## config.mk

```make
export PLATFORM = sky130hd
export DESIGN_NAME = skew_collector
export DESIGN_NICKNAME = d
export VERILOG_FILES = /design/src/rtl/skew_collector.sv
export SDC_FILE = /design/constraint.sdc
export NUM_CORES = 1
export LEC_CHECK = 0
export CAP_MARGIN = 15
export CORE_ASPECT_RATIO = 2
export CORE_MARGIN = 3
export CORE_UTILIZATION = 50
export CTS_CLUSTER_DIAMETER = 30
export DETAILED_ROUTE_END_ITERATION = 16
export PLACE_DENSITY = 0.75
export SYNTH_ARGS = -nofsm -noshare
export SYNTH_HDL_FRONTEND = slang
export SYNTH_SLANG_ARGS = --single-unit
```

## constraint.sdc

```tcl
create_clock -name clk -period 3.64 [get_ports clk]
set_input_delay 0.546 -clock clk [delete_from_list [all_inputs] [get_ports clk]]
set_output_delay 0.546 -clock clk [all_outputs]
set_load 0.01 [all_outputs]
```

## src/rtl/skew_collector.sv

```systemverilog
`default_nettype none
// ============================================================================
// Module      : skew_collector
// Description : Collects a diagonally skewed systolic output stream, de-skews
//               it into aligned rows, tags each row with its index inside the
//               current layer and buffers rows in a small output FIFO.
//               Optional macro SKEW_COLLECTOR_OVERFLOW_EN enables a sticky
//               overflow flag for rows dropped while the FIFO is full.
// Revision    : 1.0 - initial release
// ============================================================================
module skew_collector #(
    parameter int data_size  = 16,
    parameter int size       = 3,
    parameter int fifo_depth = 4
) (
    input  logic                                          clk,
    input  logic                                          rst_n,
    input  logic                                          in_valid,
    input  logic [data_size*size-1:0]                     in_stream,
    input  logic                                          start_new_layer,
    output logic [data_size*size-1:0]                     out_data,
    output logic                                          out_valid,
    input  logic                                          out_ready,
    output logic [((size > 1) ? $clog2(size) : 1)-1:0]    out_row,
    output logic                                          out_last,
    output logic                                          overflow
);

    localparam int ROW_W = (size > 1) ? $clog2(size) : 1;
    localparam int PTR_W = $clog2(fifo_depth);
    localparam logic [ROW_W-1:0] LAST_ROW = ROW_W'(size - 1);

    // ------------------------------------------------------------------
    // Row index assignment at the input
    // ------------------------------------------------------------------
    logic [ROW_W-1:0] next_idx;
    logic [ROW_W-1:0] cur_idx;

    // Index this cycle's row would take if in_valid is high
    always_comb begin
        cur_idx = start_new_layer ? '0 : next_idx;
    end

    // Counter holds the index of the next row; reset makes the first row 0
    always_ff @(posedge clk or negedge rst_n) begin
        if (!rst_n) begin
            next_idx <= '0;
        end else if (in_valid) begin
            next_idx <= (cur_idx == LAST_ROW) ? '0 : cur_idx + 1'b1;
        end
    end

    // ------------------------------------------------------------------
    // Per-lane de-skew: lane c waits size-1-c cycles, last lane is live
    // ------------------------------------------------------------------
    logic [data_size*size-1:0] aligned;

    for (genvar c = 0; c < size; c++) begin : g_lane
        localparam int DEPTH = size - 1 - c;
        localparam int HI    = data_size*(size-c) - 1;
        if (DEPTH == 0) begin : g_pass
            assign aligned[HI -: data_size] = in_stream[HI -: data_size];
        end else begin : g_delay
            logic [data_size-1:0] taps [DEPTH];
            // Shift register delaying this lane to line up with the last lane
            always_ff @(posedge clk or negedge rst_n) begin
                if (!rst_n) begin
                    for (int k = 0; k < DEPTH; k++) taps[k] <= '0;
                end else begin
                    taps[0] <= in_stream[HI -: data_size];
                    for (int k = 1; k < DEPTH; k++) taps[k] <= taps[k-1];
                end
            end
            assign aligned[HI -: data_size] = taps[DEPTH-1];
        end
    end

    // ------------------------------------------------------------------
    // Valid / row-index pipeline matched to the lane-0 delay
    // ------------------------------------------------------------------
    logic             push_valid;
    logic [ROW_W-1:0] push_row;

    if (size > 1) begin : g_pipe
        logic             vld_q [size-1];
        logic [ROW_W-1:0] row_q [size-1];
        // Carry the row's valid flag and index alongside its lane-0 data
        always_ff @(posedge clk or negedge rst_n) begin
            if (!rst_n) begin
                for (int k = 0; k < size-1; k++) begin
                    vld_q[k] <= 1'b0;
                    row_q[k] <= '0;
                end
            end else begin
                vld_q[0] <= in_valid;
                row_q[0] <= cur_idx;
                for (int k = 1; k < size-1; k++) begin
                    vld_q[k] <= vld_q[k-1];
                    row_q[k] <= row_q[k-1];
                end
            end
        end
        assign push_valid = vld_q[size-2];
        assign push_row   = row_q[size-2];
    end else begin : g_nopipe
        assign push_valid = in_valid;
        assign push_row   = cur_idx;
    end

    // ------------------------------------------------------------------
    // Output FIFO with an extra pointer bit to tell full from empty
    // ------------------------------------------------------------------
    logic [PTR_W:0]            wr_ptr;
    logic [PTR_W:0]            rd_ptr;
    logic [data_size*size-1:0] mem_data [fifo_depth];
    logic [ROW_W-1:0]          mem_row  [fifo_depth];
    logic                      mem_last [fifo_depth];
    logic                      empty;
    logic                      full;
    logic                      pop;
    logic                      push_ok;

    // Full/empty decode and handshake; a pop frees the slot a full-FIFO push needs
    always_comb begin
        empty   = (wr_ptr == rd_ptr);
        full    = (wr_ptr[PTR_W] != rd_ptr[PTR_W]) &&
                  (wr_ptr[PTR_W-1:0] == rd_ptr[PTR_W-1:0]);
        pop     = !empty && out_ready;
        push_ok = push_valid && (!full || pop);
    end

    // Pointer update; a rejected push leaves the write pointer alone
    always_ff @(posedge clk or negedge rst_n) begin
        if (!rst_n) begin
            wr_ptr <= '0;
            rd_ptr <= '0;
        end else begin
            if (push_ok) wr_ptr <= wr_ptr + 1'b1;
            if (pop)     rd_ptr <= rd_ptr + 1'b1;
        end
    end

    // Storage array; contents are qualified by the pointers so need no reset
    always_ff @(posedge clk) begin
        if (push_ok) begin
            mem_data[wr_ptr[PTR_W-1:0]] <= aligned;
            mem_row[wr_ptr[PTR_W-1:0]]  <= push_row;
            mem_last[wr_ptr[PTR_W-1:0]] <= (push_row == LAST_ROW);
        end
    end

    // Head presented combinationally, forced to zero when nothing is held
    always_comb begin
        out_valid = !empty;
        out_data  = '0;
        out_row   = '0;
        out_last  = 1'b0;
        if (!empty) begin
            out_data = mem_data[rd_ptr[PTR_W-1:0]];
            out_row  = mem_row[rd_ptr[PTR_W-1:0]];
            out_last = mem_last[rd_ptr[PTR_W-1:0]];
        end
    end

`ifdef SKEW_COLLECTOR_OVERFLOW_EN
    logic drop;
    logic overflow_q;

    // A row is lost when it arrives at a full FIFO that is not popping
    always_comb begin
        drop = push_valid && full && !pop;
    end

    // Sticky record of any lost row, cleared only by reset
    always_ff @(posedge clk or negedge rst_n) begin
        if (!rst_n) begin
            overflow_q <= 1'b0;
        end else if (drop) begin
            overflow_q <= 1'b1;
        end
    end

    assign overflow = overflow_q;
`else
    assign overflow = 1'b0;
`endif

endmodule
`default_nettype wire

```

==> insert_results.sql <==
INSERT INTO impl_metrics (metric_group, metric, value, unit) VALUES
('route', 'totalWireLength', '17400', 'um'),
('cells_and_area', 'area_of_the_multi_input_gates', '0.00185', 'mm2'),
('grt', 'grtUsageTotal', '17.3', '%'),
('clock_tree', 'cts.sink_count', '266', ''),
('clock_tree', 'clock_latency_on_the_worst_skew_pair', '0.52', 'ns'),
('route', 'vias_per_cell', '5.22', ''),
('cells_and_area', 'final_net_count', '615', ''),
('grt', 'grt_pass1_vias', '4854', ''),
('clock_tree', 'cts_post_setup_buffers_inserted', '0', ''),
('route', 'detail_route.first_pass.iterations', '4', ''),
('synthesis', 'syn_area_per_cell', '22.3', 'um2'),
('cells_and_area', 'syn_to_final_growth', '24.0', '%'),
('sta', 'worst_pin_slew', '0.763', 'ns'),
('synthesis', 'cell_count_after_synthesis', '430', ''),
('sta', 'report.final.slew_viol_count', '0', ''),
('floorplan', 'floorplan.die.height', '202', 'um'),
('synthesis', 'synth_cell_types', '28', ''),
('synthesis', 'synthesis.nets', '488', ''),
('cells_and_area', 'post_route_cells_drive_above_1_share', '20.9', '%'),
('floorplan', 'row_count', '71', ''),
('route', 'avgRoutedWirePerCell', '21.0', 'um'),
('place', 'hpwl', '10900', 'um'),
('pwr', 'irDropWorstVdd', '0.457', 'mV'),
('place', 'port_buffers', '104', ''),
('clock_tree', 'cts.clk_slew.worst_paths', '0.07', 'ns'),
('clock_tree', 'htree_levels', '1', ''),
('synthesis', 'dominantRegCellSynth', 'sky130_fd_sc_hd__edfxtp_1', ''),
('clock_tree', 'cts-root-buf', 'sky130_fd_sc_hd__clkbuf_16', ''),
('clock_tree', 'post_cts_resize_count', '0', ''),
('cells_and_area', 'seq_area', '0.00768', 'mm2'),
('route', 'drc_errors', '0', ''),
('floorplan', 'num_io_pins', '106', ''),
('place', 'globalplace.congestion', '0.726', ''),
('sta', 'number_of_hold_violations_in_the_final_report', '0', ''),
('synthesis', 'number_of_enable_type_register_cells_in_the_synthesized_netlist', '204', ''),
('route', 'dr.first_iter.drc_count', '146', ''),
('cells_and_area', 'number_of_antenna_cells_inserted', '0', ''),
('sta', 'final_critical_path_share_of_the_clock_period', '95.2', '%'),
('sta', 'worst_clk_skew', '0.0143', 'ns'),
('worst_setup_path', 'worstPathRequired', '3.09', 'ns'),
('grt', 'gr-total-overflow', '0', ''),
('grt', 'initial_antenna_violation_count', '0', ''),
('route', 'detail-route-antenna-nets', '0', ''),
('cells_and_area', 'filler_cell_count', '1290', ''),
('sta', 'holdWs', '0.349', 'ns'),
('clock_tree', 'clock_tree.buffer_depth', '3', ''),
('synthesis', 'yosys_register_bits', '266', ''),
('floorplan', 'die_width', '104', 'um'),
('pwr', 'leakagePower', '4.12', 'nW'),
('route', 'num_vias', '4335', ''),
('pwr', 'design_power_total', '0.0105', 'W'),
('clock_tree', 'tritoncts', 'built', ''),
('run_status', 'outcome', 'finished clean', ''),
('flow_run', 'max_cap_violations', '0', ''),
('worst_setup_path', 'critical_path_class', 'reg2out', ''),
('worst_setup_path', 'critPathCaptureType', 'output pin', ''),
('floorplan', 'core_area', '0.0188', 'mm2'),
('clock_tree', 'cts_inserted_buffers', '25', ''),
('sta', 'min_period', '3.47', 'ns'),
('floorplan', 'die_area', '0.0210', 'mm2'),
('worst_setup_path', 'cp.arrival', '2.92', 'ns'),
('synthesis', 'netlist_area', '0.00961', 'mm2'),
('grt', 'largest_net_degree_at_the_start_of_global_routing', '52', ''),
('sta', 'fmax', '288', 'MHz'),
('worst_setup_path', 'start_kind', 'flip-flop', ''),
('grt', 'grt_first_pass_wirelength', '27700', 'um'),
('worst_setup_path', 'timing.critical_path.fanout_max', '38', ''),
('sta', 'setup_viol', '0', ''),
('pwr', 'power-per-cell-area', '884', 'mW/mm2'),
('clock_tree', 'cts_hold_repair.buffers', '0', ''),
('sta', 'final.setup.tns', '0', 'ns'),
('sta', 'relSlewSlack', '49.2', '%'),
('min_path', 'worstHoldPathType', 'reg2reg', ''),
('synthesis', 'synth.yosys.seq_area_share', '79.9', '%'),
('floorplan', 'initial_cell_density_of_the_core', '51.0', '%'),
('cells_and_area', 'final_util', '63.3', '%'),
('synthesis', 'ys_warn_count', '0', ''),
('synthesis', 'synth_async_sr_flop_share', '23.3', '%'),
('sta', 'grt_setup_unrepaired', 'false', '');
-- sequential cells by signal, summed over array words and instances, names as in the netlist --
| signal | count |
|---|---|
| aligned | 16 |
| mem_row | 8 |
| push_valid | 1 |
| g_lane.g_delay.taps | 32 |
| wr_ptr | 3 |
| mem_data | 192 |
| g_pipe.row_q | 2 |
| mem_last | 4 |
| g_pipe.vld_q | 1 |
| next_idx | 2 |
| rd_ptr | 3 |
| push_row | 2 |
-- worst max-delay path, cell delays in order, from the launching register on --
cell and delay [ns]:
sky130_fd_sc_hd__dfrtp_2 0.85, sky130_fd_sc_hd__xor2_4 0.33, sky130_fd_sc_hd__nor3_4 0.08, sky130_fd_sc_hd__buf_4 0.30, sky130_fd_sc_hd__nor2b_1 0.26, sky130_fd_sc_hd__clkdlybuf4s50_1 0.58
-- cells by family (layout without fill, tap and decap cells) --
logic type	Yosys count	count (layout)	share of synthesized area, %
adders and majority gates	5	5	0.651
buffers and inverters	24	169	1.29
and+or+nand+nor	67	67	4.18
xor gates and xnor gates	7	7	0.912
muxes	54	54	12.3
DFF	266	266	79.9
other	1	1	0.0390
AOI/OAI and AO/OA	6	6	0.703
-- synth_stat cells (2+ instances only) --
library cell               count  area (um2)
sky130_fd_sc_hd__buf_4         7        52.6
sky130_fd_sc_hd__a21oi_1       2        10.0
sky130_fd_sc_hd__nor2_1        6        22.5
sky130_fd_sc_hd__clkbuf_1      5        18.8
sky130_fd_sc_hd__nand2_1       3        11.3
sky130_fd_sc_hd__dfrtp_1      62        1550
sky130_fd_sc_hd__xnor2_1       4        35.0
sky130_fd_sc_hd__mux4_2       51        1150
sky130_fd_sc_hd__buf_2         6        30.0
sky130_fd_sc_hd__ha_1          5        62.6
sky130_fd_sc_hd__nor2b_1      54         338
sky130_fd_sc_hd__inv_1         6        22.5
sky130_fd_sc_hd__edfxtp_1    204        6130
-- power by group --
part	internal [W]	switching (W)	total, W
clock network	0.00153	0.00111	0.00265
logic	0.00198	0.00172	0.00371
registers	0.00389	0.000281	0.00417
-- placed cells by master (no fill, tap or decap), types with 2 or more instances in the layout --
master                            Yosys  routed
sky130_fd_sc_hd__buf_12               0       2
sky130_fd_sc_hd__buf_4                7      11
sky130_fd_sc_hd__clkbuf_16            0      28
sky130_fd_sc_hd__clkbuf_8             0       2
sky130_fd_sc_hd__clkdlybuf4s50_1      0     103
sky130_fd_sc_hd__clkinv_1             0       3
sky130_fd_sc_hd__clkinv_2             0       2
sky130_fd_sc_hd__clkinvlp_4           0       2
sky130_fd_sc_hd__dfrtp_1             62      60
sky130_fd_sc_hd__edfxtp_1           204     204
sky130_fd_sc_hd__ha_1                 5       5
sky130_fd_sc_hd__inv_1                6       6
sky130_fd_sc_hd__inv_12               0       2
sky130_fd_sc_hd__inv_6                0       3
sky130_fd_sc_hd__mux4_2              51      51
sky130_fd_sc_hd__nand2_1              3       3
sky130_fd_sc_hd__nor2_1               6       3
sky130_fd_sc_hd__nor2_4               0       3
sky130_fd_sc_hd__nor2b_1             54      54
sky130_fd_sc_hd__xnor2_1              4       4
-- per-layer routing --
| metal | up-vias | GRT usage (%) | routed length (um) |
|---|---|---|---|
| li1 | 1931 | - | - |
| met1 | 2262 | 19.1 | 6150 |
| met2 | 117 | 32.9 | 10100 |
| met3 | 25 | 2.91 | 737 |
| met4 | 0 | 6.37 | 463 |
| met5 | - | 0 | 0 |
-- final timing paths --
kind,start,to,slack (ns),cells past startpoint
min in group asynchronous,rst_n,g_lane[1].g_delay.taps[0],0.42,2
max,rd_ptr[1],out_data[23],0.17,5
max in group asynchronous,rst_n,g_pipe.row_q[2],2.43,4
min reg2reg,g_lane[0].g_delay.taps[27],aligned[43],0.35,0
min,g_lane[0].g_delay.taps[27],aligned[43],0.35,0
max reg2reg,rd_ptr[1],mem_data[2][44],0.90,4
-- cell type report --
cell class / count / area share, %
Sequential cell: 266 / 64.5
Multi-Input combinational cell: 140 / 15.5
Timing Repair Buffer: 118 / 9.81
Clock buffer: 30 / 6.11
Tap cell: 255 / 2.68
Clock inverter: 15 / 1.22
Inverter: 6 / 0.189
-- per-stage QoR --
| stage | cell area (um2) | instances | setup WS, ns |
|---|---|---|---|
| final | 11900 | 830 | 0.174 |
| after global routing | 11900 | 830 | 0.0142 |
| after CTS | 11900 | 828 | 0.116 |
| after detailed placement | 11000 | 783 | 0.708 |
| after global placement | 11000 | 783 | 0.785 |
| after floorplan | 9610 | 430 | 0.0315 |
Note: power is estimated with default switching activity, not from simulation.
==> variant, RTL diff (same flow settings) <==
Build with the macro `SKEW_COLLECTOR_OVERFLOW_EN` defined.
--- a/src/rtl/skew_collector.sv
+++ b/src/rtl/skew_collector.sv
@@ -8,6 +8,8 @@
 //               overflow flag for rows dropped while the FIFO is full.
 // Revision    : 1.0 - initial release
 // ============================================================================
+`define SKEW_COLLECTOR_OVERFLOW_EN
+
 module skew_collector #(
     parameter int data_size  = 16,
     parameter int size       = 3,
Function: changed (Yosys sat finds a counterexample within 10 cycles, from zero or initial values and one cycle with rst_n low).
==> variant against the original RTL <==
Hold slack worse by 250 ps; clock power decreased by 11%; setup slack lost 8.6 ps; final area fell by 1.6%; wire length decreased by 2.2%; core utilization down 1.0 points; area after synthesis fell by 0.26%; first-iteration DRC count up 58%; total power shrank 3.5%; maximum frequency is 0.25% lower; sequential cell count grew 1.
==> variant: results (changes against the original RTL) <==
drt_iter0_drc: 230  # was 146
wirelength_um: 17040  # was 17,430 um
grt_max_degree: 54  # was 52
post-cts-setup-buffer-count: 0  # unchanged
fin_nets: 608  # was 615
r2r_slack_ps: 910
drt-wirelength-per-cell_um: 20.76  # was 21.00 um
hpwl_um: 10390  # was 10,950 um
gp_congestion: 0.7254  # was 0.7260
drive_gt1_share_pct: 19.26  # was 20.87%
arrival_ps: 2930  # was 2920 ps
synth_area_leaders: "edfxtp_1, dfrtp_1, mux4_2"  # unchanged
grt_pass1_vias: 4820  # was 4,854
clock_latency_ps: 500  # was 520 ps
synth-xor-area-share_pct: 0.7180  # was 0.9115%
max_stage_delay_ps: 660  # was 850 ps
r2r_cells: 4  # unchanged
numPortBuffers: 105  # was 104
r2r-start: "rd_ptr[0]"  # was rd_ptr[1]
async_reset_ff_share_pct: 23.60  # was 23.31%
placedCellCount: 781  # was 783
grt_pass1_wl_um: 27030  # was 27,660 um
muxShareOfSynthArea_pct: 12.32  # was 12.33%
synth_compound_area_share_pct: 0.5744  # was 0.7031%
via_per_inst: 5.264  # was 5.223
synth_common_cells: "edfxtp_1, dfrtp_1, nor2b_1"  # unchanged
synth_nets: 486  # was 488
cp-endpoint: "out_data[25]"  # was out_data[23]
crit_start: "rd_ptr[0]"  # was rd_ptr[1]
tns_ps: 0  # unchanged
irDropWorstVdd_mv: 0.5938  # was 0.4567 mV
synthCells: 428  # was 430
synth-adder-area-share_pct: 0.6527  # was 0.6510%
holdCritPathClass: "in -> async"  # was reg -> reg
cts.htree.levels: 1  # unchanged
critPathMaxFanout: 20  # was 38
yosysUniqueCellTypes: 29  # was 28
outcome: "finished, final reports clean"  # unchanged
skew_ps: 11.76  # was 14.29 ps
ys_seq_area_share_pct: 80.37  # was 79.90%
cts_buffers: 22  # was 25
slew_headroom_pct: 46.81  # was 49.16%
cpMaxStageDelayCell: "nor3_4"  # was dfrtp_2
placed_area_mm2: 0.01097  # was 0.01101 mm2
power_leakage_uw: 0.004047  # was 0.004123 uW
rr_endpoint: "mem_data[2][41]"  # was mem_data[2][44]
grt.total_usage_pct: 16.75  # was 17.27%
variant: worst register-to-register path, cell delays in order, from the launching register on:
cell     delay, ps
dfrtp_4        500
xor2_1         460
or4_4          260
and3_2         600
buf_4          530
variant: layout make-up:
class | instances | area, um2
repair buffers | 115 | 1134
well taps | 255 | 319.1
clock buffers | 31 | 656.9
inverters | 4 | 15.01
fillers | 1347 | 7112
multi-input cells | 140 | 1799
flip-flops and latches | 267 | 7707
clock inverters | 9 | 90.09
variant: cell families (layout without fill, tap and decap cells):
group                      Yosys count  count (layout)
DFF                                267             267
and+or+nand+nor                     67              67
muxes                               54              54
buffers and inverters               21             159
AOI/OAI and AO/OA                    7               7
xor gates and xnor gates             7               7
adders and majority gates            5               5
variant: per-layer routing:
layer | vias up | track usage [%] | wire [um]
met3 | 22 | 2.685 | 803
met2 | 108 | 32.03 | 9908
met5 | - | 0 | 0
li1 | 1922 | - | -
met1 | 2270 | 18.99 | 6007
met4 | 0 | 5.231 | 323
variant: worst min-delay path by stage:
stage	end	slack, ps	depth (start not counted)
detailed placement	aligned[46]	330	0
finish	g_lane[0].g_delay.taps[16]	100	1
CTS	g_lane[0].g_delay.taps[16]	120	1
floorplan	aligned[32]	250	0
global placement	aligned[46]	330	0
global route	g_lane[0].g_delay.taps[16]	130	1
variant: report_power, final:
group / leakage, uW / switching (uW) / internal (uW)
sequential: 0.00261 / 175 / 3890
clock: 0.000363 / 1010 / 1350
combinational: 0.00107 / 1760 / 1980
variant: through the flow:
step | hold slack [ps] | worst slack, ps
2_1_floorplan | 250.4 | 903.1
3_3_place_gp | 332.4 | 703.0
3_5_place_dp | 334.7 | 647.8
4_1_cts | 116.9 | 86.09
5_1_grt | 134.2 | 7.093
6_report | 98.12 | 165.1
